**config.mk**
```make
export PLATFORM = sky130hd
export DESIGN_NAME = servo_sequencer
export DESIGN_NICKNAME = d
export VERILOG_FILES = /design/src/rtl/servo_pkg.sv /design/src/rtl/servo_frame_timer.sv /design/src/rtl/servo_sequencer.sv
export SDC_FILE = /design/constraint.sdc
export NUM_CORES = 1
export LEC_CHECK = 0
export CORE_UTILIZATION = 58
export CTS_CLUSTER_DIAMETER = 200
export DETAILED_ROUTE_END_ITERATION = 8
export GPL_ROUTABILITY_DRIVEN = 1
export PLACE_DENSITY = 0.79
export SYNTH_ARGS = -nofsm -noshare
export SYNTH_HDL_FRONTEND = slang
export SYNTH_HIERARCHICAL = 1
export SYNTH_SLANG_ARGS = --single-unit
```
**constraint.sdc**
```tcl
create_clock -name CLK -period 6.6 [get_ports CLK]
set_input_delay 0.66 -clock CLK [delete_from_list [all_inputs] [get_ports CLK]]
set_output_delay 0.66 -clock CLK [all_outputs]
set_load 0.03 [all_outputs]
```
**src/rtl/servo_pkg.sv**
```systemverilog
// Shared types, constants and the slew rule for the servo command sequencer.
package servo_pkg;
  localparam int VALUE_W              = 10;
  localparam int DEFAULT_FRAME_CYCLES = 333500;

  typedef enum logic {ST_IDLE = 1'b0, ST_SWEEP = 1'b1} state_e;

  // One frame of slewing: off is immediate, first enable jumps, otherwise move by <= step.
  function automatic logic [VALUE_W-1:0] servo_slew(input logic [VALUE_W-1:0] c,
                                                    input logic [VALUE_W-1:0] t,
                                                    input logic [VALUE_W-1:0] step);
    logic [VALUE_W:0]   c11, t11, s11, diff;
    logic [VALUE_W-1:0] r;
    c11  = {1'b0, c};
    t11  = {1'b0, t};
    s11  = {1'b0, step};
    diff = (t11 > c11) ? t11 - c11 : c11 - t11;
    if (t == '0)          r = '0;
    else if (c == '0)     r = t;
    else if (diff <= s11) r = t;
    else if (t11 > c11)   r = VALUE_W'(c11 + s11);
    else                  r = VALUE_W'(c11 - s11);
    return r;
  endfunction
endpackage

```
**src/rtl/servo_frame_timer.sv**
```systemverilog
// Free-running frame counter; FRAME is a registered one-cycle pulse per wrap.
module servo_frame_timer
  import servo_pkg::*;
#(
  parameter int FRAME_CYCLES = DEFAULT_FRAME_CYCLES
) (
  input  logic CLK,
  input  logic RST,
  output logic FRAME
);
  localparam logic [18:0] LAST = 19'(FRAME_CYCLES - 1);

  logic [18:0] cnt_q;
  logic        frame_q;

  always_ff @(posedge CLK) begin
    if (RST) begin
      cnt_q   <= '0;
      frame_q <= 1'b0;
    end else begin
      frame_q <= (cnt_q == LAST);
      cnt_q   <= (cnt_q == LAST) ? '0 : cnt_q + 19'd1;
    end
  end

  assign FRAME = frame_q;
endmodule

```
**src/rtl/servo_sequencer.sv**
```systemverilog
// Multi-channel servo command front end: latches per-channel targets and,
// once per frame, slews each channel's output toward its target.
module servo_sequencer
  import servo_pkg::*;
#(
  parameter int N_CHAN       = 4,
  parameter int CHAN_W       = 2,
  parameter int FRAME_CYCLES = DEFAULT_FRAME_CYCLES,
  parameter int STEP         = 4
) (
  input  logic                      CLK,
  input  logic                      RST,
  input  logic                      CMD_VALID,
  output logic                      CMD_READY,
  input  logic [CHAN_W-1:0]         CMD_CHAN,
  input  logic [VALUE_W-1:0]        CMD_VALUE,
  output logic [VALUE_W*N_CHAN-1:0] VALUES,
  output logic                      FRAME,
  output logic                      BUSY
);
  localparam logic [VALUE_W-1:0] STEP_V   = VALUE_W'(STEP);
  localparam logic [CHAN_W-1:0]  LAST_IDX = CHAN_W'(N_CHAN - 1);

  state_e                           state_q;
  logic [CHAN_W-1:0]                idx_q;
  logic                             ready_q, busy_q;
  logic [N_CHAN-1:0][VALUE_W-1:0]   tgt_q, cur_q;
  logic [N_CHAN-1:0]                mism;
  logic                             frame;
  logic                             accept;

  servo_frame_timer #(.FRAME_CYCLES(FRAME_CYCLES)) u_timer (
    .CLK  (CLK),
    .RST  (RST),
    .FRAME(frame)
  );

  assign accept = CMD_VALID && ready_q;

  always_comb begin
    mism = '0;
    for (int k = 0; k < N_CHAN; k++) mism[k] = (tgt_q[k] != cur_q[k]);
  end

  always_ff @(posedge CLK) begin
    if (RST) begin
      state_q <= ST_IDLE;
      idx_q   <= '0;
      ready_q <= 1'b0;
      busy_q  <= 1'b0;
      tgt_q   <= '0;
      cur_q   <= '0;
    end else begin
      busy_q <= |mism;
      // Out-of-range channel indices match no k and are silently dropped.
      for (int k = 0; k < N_CHAN; k++)
        if (accept && CMD_CHAN == CHAN_W'(k)) tgt_q[k] <= CMD_VALUE;
      case (state_q)
        ST_IDLE: begin
          if (frame) begin
            state_q <= ST_SWEEP;
            idx_q   <= '0;
            ready_q <= 1'b0;
          end else begin
            ready_q <= 1'b1;
          end
        end
        ST_SWEEP: begin
          for (int k = 0; k < N_CHAN; k++)
            if (idx_q == CHAN_W'(k)) cur_q[k] <= servo_slew(cur_q[k], tgt_q[k], STEP_V);
          if (idx_q == LAST_IDX) begin
            state_q <= ST_IDLE;
            ready_q <= 1'b1;
          end else begin
            idx_q <= idx_q + CHAN_W'(1);
          end
        end
        default: state_q <= ST_IDLE;
      endcase
    end
  end

  assign CMD_READY = ready_q;
  assign VALUES    = cur_q;
  assign FRAME     = frame;
  assign BUSY      = busy_q;
endmodule

```
**After elaboration in Yosys (flattened, before gate mapping)**

Index checks and enable logic that the tools add are counted.

- Register bits: 105
- Bits in latches: 0
- Bits in writable memories: 0
- Bits in read-only memories: 0
- Input port bits: 15
- Output and inout port bits: 43
- Word-level logic and storage cells: 106
- Memories: 0

- $add $sub $neg: 18
- Multiply operators: 0
- Divide/modulo/power cells: 0
- $lt $le $gt $ge: 8
- Equality and inequality tests: 14
- Shift-type cells: 0
- Muxes and demuxes: 29
- Bitwise gates (word level): 1
- Reductions and logical operators: 22

Operators by type and width:

| cell | count |
|---|---|
| $mux 10 | 16 |
| $sub 10x10->11 | 8 |
| $logic_not 10->1 | 8 |
| $le 11x3->1 const B | 4 |
| $mux 11 | 4 |
| $add 10x3->10 const B | 4 |
| $gt 10x10->1 | 4 |
| $ne 10x10->1 | 4 |
| $sub 10x3->10 const B | 4 |
| $add 19x1->19 const B | 1 |
| $eq 19x19->1 const B | 1 |
| $reduce_and 2->1 | 5 |
| $eq 2x2->1 const B | 4 |
| $logic_and 1x1->1 | 5 |
| $eq 2x1->1 const B | 2 |
| $logic_not 2->1 | 2 |
| $mux 1 | 4 |
| $mux 2 | 2 |
| $ne 2x1->1 const B | 2 |
| $pmux 1 s2 | 2 |
| $pmux 2 s2 | 1 |
| $reduce_or 4->1 | 1 |
| $add 2x1->2 const B | 1 |
| $ne 2x2->1 const B | 1 |
| 2 further kinds | 2 |

**Depth between registers and ports, before layout**

Gate-level depths: netlist (run 1).

- Depth after elaboration: 6
- Depth in mapped cells: 20
- Gate-level depth less buffers: 18

**Cells and area by module**

The synthesis (run 1) kept the hierarchy.

Modules (own cells, without submodules):

| module | instances | cells an instance | area each (um^2) | sequential area each (um^2) |
|---|---|---|---|---|
| servo_sequencer | 1 | 1,208 | 9,087.5 | 1,701.6 |
| servo_frame_timer | 1 | 103 | 929.6 | 400.4 |

**Worst setup path after synthesis (run 1)**

Ideal clock, no wire load.

- Path kind: register -> register
- Start point: register cur_q, in the netlist VALUES[22]
- End point: register cur_q, in the netlist VALUES[29]
- Library setup time: 74 ps
- Arrival time: 3,852 ps
- Required time: 6,526 ps
- Setup slack: 2,674 ps
- Stages on the path, launching flop included: 21
- Buffers on the path: 2
- Period minus slack after synthesis: 3,926 ps
- Path through: dfxtp_1 > inv_1 > ha_1 > buf_4 > o21a_1 > o31a_1 > a21oi_1 > o31a_1 > or2_1 > buf_2 > ha_1 > a21o_1 > a21oi_1 > nor2b_1 > o21ai_0 > nand2b_1 > a21oi_1 > o21bai_1 > xnor2_1 > or3_1 > a31oi_1

- Cells in the longest elaborated chain, start to end: 6
- Elaborated cells on any way between the ends: 12
- Those cells by class: add/sub (4); order compare (2); mux (5); reduce/logical (1)

Ends and longest elaborated chain:

| element | line | RTL |
|---|---|---|
| start: declaration | servo_sequencer.sv:27 | `logic [N_CHAN-1:0][VALUE_W-1:0] tgt_q, cur_q;` |
| start signal: indexed assignment | servo_sequencer.sv:70 | `if (idx_q == CHAN_W'(k)) cur_q[k] <= servo_slew(cur_q[k], tgt_q[k], STEP_V);` |
| $sub 10x10->11 / $gt 10x10->1 (equally long branches) | servo_pkg.sv:17, servo_pkg.sv:21 |  |
| $mux 11 | servo_pkg.sv:17 | `diff = (t11 > c11) ? t11 - c11 : c11 - t11;` |
| $le 11x3->1 | servo_pkg.sv:20 | `else if (diff <= s11) r = t;` |
| $mux 10 | servo_pkg.sv:20 |  |
| $mux 10 (*) | servo_pkg.sv:19 | `else if (c == '0) r = t;` |
| $mux 10 (*) | servo_pkg.sv:18 | `if (t == '0) r = '0;` |

Mark *: on every way between the ends. The rest lies on a longest branch, timed or not.
A chain may end at the register's enable or synchronous reset.

**Worst setup path after layout (run 1)**

Ends and elaborated chain as after synthesis.

==> impl_results.md, run 1 <==
- Initial core utilization: 60.0%
- Mapped Nets: 1448
- CTS tree: built
- Kind of critical path: reg2reg
- Cell area after layout: 10900 sq um
- Die width: 133 um
- Setup repair bufs after CTS: 0
- Ys flop type: dfxtp_1
- Synth top area share: 21.0%
- GR Util met1: 40.6%
- Vias per inst: 6.21
- Wire per inst: 17.3 um
- VDD IR-drop max: 0.133 mV
- Initial antenna violation count: 0
- Reg clk slew, reported paths: 0.08 ns
- Hold Path Class: reg2reg
- Max Clk Rate: 235 MHz
- Vias in the first global route: 8792
- Worst reg2reg setup slack: 2.35 ns
- Setup TNS: 0 ns
- Ant. Diodes: 0
- Final Setup Violations: 0
- Max-slew headroom: 23.6%
- Seq cells post-synth: 105
- Post-synth EDFFs: 0
- Pin count of the biggest net entering global routing: 49
- GPL Wtd Cong: 0.943
- Critical Path Fanout Max: 10
- Grt met2 use: 49.3%
- RSZ-0062 raised after global routing: no
- Synth area leaders: dfxtp_1, ha_1, a21oi_1, nand2_1, inv_1
- Largest area contributor in the synthesized netlist: dfxtp_1
- CP Data Arrival Time: 4.53 ns
- Synth top cells by count: nand2_1, a21oi_1, inv_1
- Mapped cell area: 10000 sq um
- Area added between synthesis and finish: 8.64%
- Chip height: 133 um
- Clk buf depth: 2
- Pwr dens: 149 nW/um^2
- Initial DRC count: 720
- Final Max Tran Viols: 0
- Post-layout net count: 1462
- Skew-Pair Late Insertion Delay: 0.36 ns
- MaxCap Viol Count: 0
- Synth cell types: 100
- Most Crowded Layer GR: met2
- GRT Resource Usage Total: 30.3%
- CP Capture Type: flop
- Share of layout cells above drive strength 1: 5.04%
- Die footprint: 17800 sq um
- Row cnt: 47
- Io pins: 58
- Core ar.: 16700 sq um
- Yosys warning count: 6
- Max H-tree Level: 3
- Worst slew pin tran: 1.14 ns
- Min Tclk post-route: 4.25 ns
- M3 GR Usage: 4.83%
- DR vias: 9619
- Antenna-violating nets left: 0
- DRT Pass-1 Iters: 6
- Final clock skew: 0.00877 ns
- Hold Buf Count CTS: 0
- HPWL Detailed: 20.7 mm
- CP startpoint kind: flop
- Total CTS buffers: 9
- DR DRC count: 0
- Fin Hold WS: 0.485 ns
- Count of final hold-check violations: 0
- Mapped Cells: 1311
- Mean post-synth cell area: 7.64 sq um
- Leak: 4.20 nW
- Worst Path Required: 6.88 ns
- Most frequent cell after synthesis: nand2_1
- Seq/Total Area, Yosys: 21.0%
- PortBufs: 57
- Final WL: 26.8 mm
- GR Overflow Total: 0
- Num Clock Sinks: 105
- Tcrit/Tclk final: 64.4%
- Post-DP Area: 10600 sq um
- Post_cts resized: 0
- Ys async rst share: 0%
- Status: finished, final reports clean
- CTS Root Cell: clkbuf_16
- First-pass GRT wire length: 43.9 mm
[stage by stage]
| stage | power, mW | instances | util, % | setup WS [ns] |
|---|---|---|---|---|
| floorplan | 0.963 | 1311 | - | 2.67 |
| global placement | 1.04 | 1534 | 63.3 | 2.57 |
| detailed placement | 1.05 | 1534 | 63.3 | 2.42 |
| CTS | 1.62 | 1550 | 65.2 | 2.38 |
| global route | 1.68 | 1550 | 65.2 | 2.04 |
| finish | 1.62 | 1550 | 65.2 | 2.35 |
[flip-flops by register name (all words and copies together) (netlist names)]
signal,count
VALUES,40
tgt_q,40
u_timer/cnt_q,19
idx_q,2
BUSY,1
CMD_READY,1
state_q,1
u_timer/FRAME,1
[cells by family after synthesis]
kind of cell	Yosys count	share of synthesized area, %
AO/OA/AOI/OAI	365	24.7
flip-flops	105	21.0
XOR/XNOR	58	5.07
buffers and inverters	173	7.43
multiplexers	22	2.31
AND/OR/NAND/NOR	466	23.4
adder cells (fa/ha/maj)	122	16.1
[path summary, 6_finish.rpt]
kind / startpoint / endpoint / depth (start not counted)
max reg2reg: VALUES[22]$_SDFFE_PP0P_ / VALUES[29]$_SDFFE_PP0P_ / 18
min reg2reg: u_timer/cnt_q[0]$_SDFF_PP0_ / u_timer/cnt_q[0]$_SDFF_PP0_ / 1
min: u_timer/cnt_q[0]$_SDFF_PP0_ / u_timer/cnt_q[0]$_SDFF_PP0_ / 1
max: VALUES[22]$_SDFFE_PP0P_ / VALUES[29]$_SDFFE_PP0P_ / 18
[where the power goes]
group / switching (mW) / internal [mW]
clock: 0.269 / 0.305
combinational: 0.234 / 0.155
sequential: 0.0117 / 0.641
total: 0.515 / 1.10
[critical path, stage by stage, from the launching register on]
cell,delay (ns)
dfxtp_1,0.44
inv_1,0.12
ha_1,0.48
o21a_1,0.17
o31a_1,0.16
a21oi_1,0.08
o31a_1,0.37
or2_1,0.42
ha_1,0.35
a21o_1,0.18
a21oi_1,0.17
nor2b_1,0.08
o21ai_0,0.15
nand2b_1,0.12
a21oi_1,0.18
o21bai_1,0.10
xnor2_1,0.13
or3_1,0.31
a31oi_1,0.17
[final cells by class]
type,count,area [sq um]
fillers,1496,5820
well taps,220,275
clock buffers,10,229
flip-flops and latches,105,2100
clock inverters,6,83.8
inverters,117,442
repair buffers,59,581
multi-input cells,1033,7170
[per-layer routing]
layer / share of wire [%] / vias to the layer above
met1: 44 / 4481
met4: 2.6 / 0
li1: - / 4689
met2: 46 / 383
met5: 0 / -
met3: 7.0 / 66
[cells in the final DEF, fill, tap and decap left out, types with 27 or more instances in the layout]
cell	Yosys	routed
nor3_1	29	29
nand2_1	159	159
inv_1	113	113
o21ai_0	37	37
a21oi_1	126	126
o21a_1	29	29
ha_1	110	110
nor2b_1	30	30
clkdlybuf4s50_1	0	56
nand3_1	30	30
dfxtp_1	105	105
nor2_1	78	78
xnor2_1	38	38
nand4_1	27	27
No activity file was read; power rests on OpenSTA's default activity.
==> inputs of run 2 (changes only) <==
CORE_UTILIZATION = 56   (was 58)
PLACE_DENSITY = 0.8   (was 0.79)
clock period = 3.89 ns   (was 6.6 ns; I/O delays follow)
==> run 2 against run 1 <==
Effect of this change:
- wire length grew 6.4%
- sequential share of layout area shrank 0.85 points
- flip-flop and latch count is the same
- global-route usage grew 0.89 points
- highest routed layer unchanged
==> impl_results.md, run 2 (synthesis gave the netlist of run 1 again) <==
- Worst Path Required: 4.12 ns (was 6.88 ns)
- Initial antenna violation count: 0 (unchanged)
- Vias in the first global route: 9213 (was 8792)
- First-pass GRT wire length: 45.5 mm (was 43.9 mm)
- Kind of critical path: reg2reg (unchanged)
- Area added between synthesis and finish: 14.7% (was 8.64%)
- Leak: 4.55 nW (was 4.20 nW)
- Num Clock Sinks: 105 (unchanged)
- Min Tclk post-route: 3.73 ns (was 4.25 ns)
- Max-slew headroom: 25.1% (was 23.6%)
- Dpl ws: 0.0912 ns (was 2.42 ns)
- Max H-tree Level: 3 (unchanged)
- Core ar.: 17400 sq um (was 16700 sq um)
- Initial core utilization: 57.7% (was 60.0%)
- Die width: 136 um (was 133 um)
- DR vias: 9932 (was 9619)
- Status: finished, final reports clean (unchanged)
- CP startpoint kind: flop (unchanged)
- Final Setup Violations: 0 (unchanged)
- Layout fillers: 1489 (was 1496)
- CTS Root Cell: clkbuf_16 (unchanged)
- MaxCap Viol Count: 0 (unchanged)
- Die footprint: 18400 sq um (was 17800 sq um)
- Final worst slack: 0.158 ns (was 2.35 ns)
- Io pins: 58 (unchanged)
- GPL Wtd Cong: 0.990 (was 0.943)
- Clk buf depth: 2 (unchanged)
- Final WL: 28.5 mm (was 26.8 mm)
- Design Power: 2.85 mW (was 1.62 mW)
- Antenna-violating nets left: 0 (unchanged)
- Worst reg2reg path depth: 18 (unchanged)
- Total CTS buffers: 9 (unchanged)
- Vias per inst: 6.12 (was 6.21)
- Multi-input gate area: 7230 sq um (was 7170 sq um)
- Fin Hold WS: 0.487 ns (was 0.485 ns)
- Critical Path Fanout Max: 5 (was 10)
- Initial DRC count: 1018 (was 720)
- Skew-Pair Late Insertion Delay: 0.36 ns (about the same)
- Pin count of the biggest net entering global routing: 54 (was 49)
- Count of final hold-check violations: 0 (unchanged)
- CP Data Arrival Time: 3.96 ns (was 4.53 ns)
- Ant. Diodes: 0 (unchanged)
- Final clock skew: 0.00623 ns (was 0.00877 ns)
- Post-layout net count: 1529 (was 1462)
- Worst Hold Path Cells: 2 (was 1)
- Final Max Tran Viols: 0 (unchanged)
- Chip height: 136 um (was 133 um)
- DR DRC count: 0 (unchanged)
- Worst slew pin tran: 1.11 ns (was 1.14 ns)
- Tcrit/Tclk final: 95.9% (was 64.4%)
- Share of layout cells above drive strength 1: 11.3% (was 5.04%)
- PortBufs: 57 (unchanged)
- Most common cell after layout, fill and taps aside: nand2_1 (unchanged)
- Reg clk slew, reported paths: 0.07 ns (was 0.08 ns)
- Pwr dens: 248 nW/um^2 (was 149 nW/um^2)
- VDD IR-drop max: 0.243 mV (was 0.133 mV)
- GRT Resource Usage Total: 31.2% (was 30.3%)
- Commonest non-fill, non-tap cells in the layout: nand2_1, a21oi_1, inv_1 (unchanged)
- CTS tree: built (unchanged)
- CP Capture Type: flop (unchanged)
- DRT Pass-1 Iters: 8 (was 6)
- Wire per inst: 17.6 um (was 17.3 um)
- GR Overflow Total: 0 (unchanged)
- Row cnt: 48 (was 47)
- Hold Path Class: reg2reg (unchanged)
- Register area: 2120 sq um (was 2100 sq um)
- HPWL Detailed: 21.9 mm (was 20.7 mm)
- Max Clk Rate: 268 MHz (was 235 MHz)
- Fin util: 66.2% (was 65.2%)
## run 2: changes by cell type in the layout (fill, tap and decap cells not counted), sizes merged
| cell | before | now |
|---|---|---|
| bufinv | 1 | 2 |
| clkinvlp | 0 | 1 |
| buf | 3 | 70 |
| inv | 121 | 118 |
| clkinv | 1 | 2 |
## run 2: timing repair
item | in CTS | in global routing
resized for setup | 0 | 24
hold buffers | 0 | 0
hold endpoints to repair | 0 | 0
setup endpoints to repair | 0 | 4
buffers inserted | 0 | 3
## run 2: routing by layer
metal | global-route usage (%) | wire, um | up-vias
met1 | 39.9 | 12700 | 4652
met4 | 14.9 | 1060 | 0
met5 | 0 | 0 | -
li1 | - | - | 4838
met2 | 50.3 | 12900 | 362
met3 | 5.65 | 1840 | 80
## run 2: power by group
| part | leakage [nW] | switching (mW) | total [mW] | internal (mW) |
|---|---|---|---|---|
| sequential | 0.854 | 0.0153 | 1.10 | 1.09 |
| clock | 0.159 | 0.437 | 1.02 | 0.585 |
| combinational | 3.54 | 0.418 | 0.724 | 0.305 |
## run 2: final cells by class
type / instances / share of cell area, %
multi-input combinational: 1033 / 62.9
sequential: 105 / 18.5
timing repair buffer: 126 / 9.43
inverter: 117 / 3.84
tap: 225 / 2.45
clock buffer: 10 / 2.08
clock inverter: 6 / 0.784
## run 2: worst paths after layout
| path | start | slack (ns) | end |
|---|---|---|---|
| hold / removal | tgt_q[28]$_SDFFE_PP0P_ | 0.49 | tgt_q[28]$_SDFFE_PP0P_ |
| setup reg to reg | VALUES[37]$_SDFFE_PP0P_ | 0.16 | VALUES[39]$_SDFFE_PP0P_ |
| setup / recovery | VALUES[37]$_SDFFE_PP0P_ | 0.16 | VALUES[39]$_SDFFE_PP0P_ |
| hold reg to reg | tgt_q[28]$_SDFFE_PP0P_ | 0.49 | tgt_q[28]$_SDFFE_PP0P_ |
## run 2: critical path, cell delays in order, from the launching register on
cell and delay [ns]:
dfxtp_1 0.36, inv_1 0.09, ha_1 0.31, nand4_1 0.10, nor3_1 0.07, and2_1 0.20
or3b_1 0.41, o22a_4 0.23, buf_4 0.14, ha_1 0.31, a21oi_2 0.15, nor2b_1 0.07
o21a_1 0.18, o41a_1 0.42, xnor2_2 0.16, xnor2_1 0.16, nor3_1 0.06, a21oi_1 0.11
o22ai_1 0.07
## run 2: metrics by stage
| stage | TNS, ns | instances | cell area (sq um) |
|---|---|---|---|
| 3_3_place_gp | 0 | 1603 | 11100 |
| 2_1_floorplan | 0 | 1311 | 10000 |
| 4_1_cts | 0 | 1619 | 11400 |
| 5_1_grt | -0.0776 | 1622 | 11500 |
| 6_report | 0 | 1622 | 11500 |
| 3_5_place_dp | 0 | 1603 | 11100 |
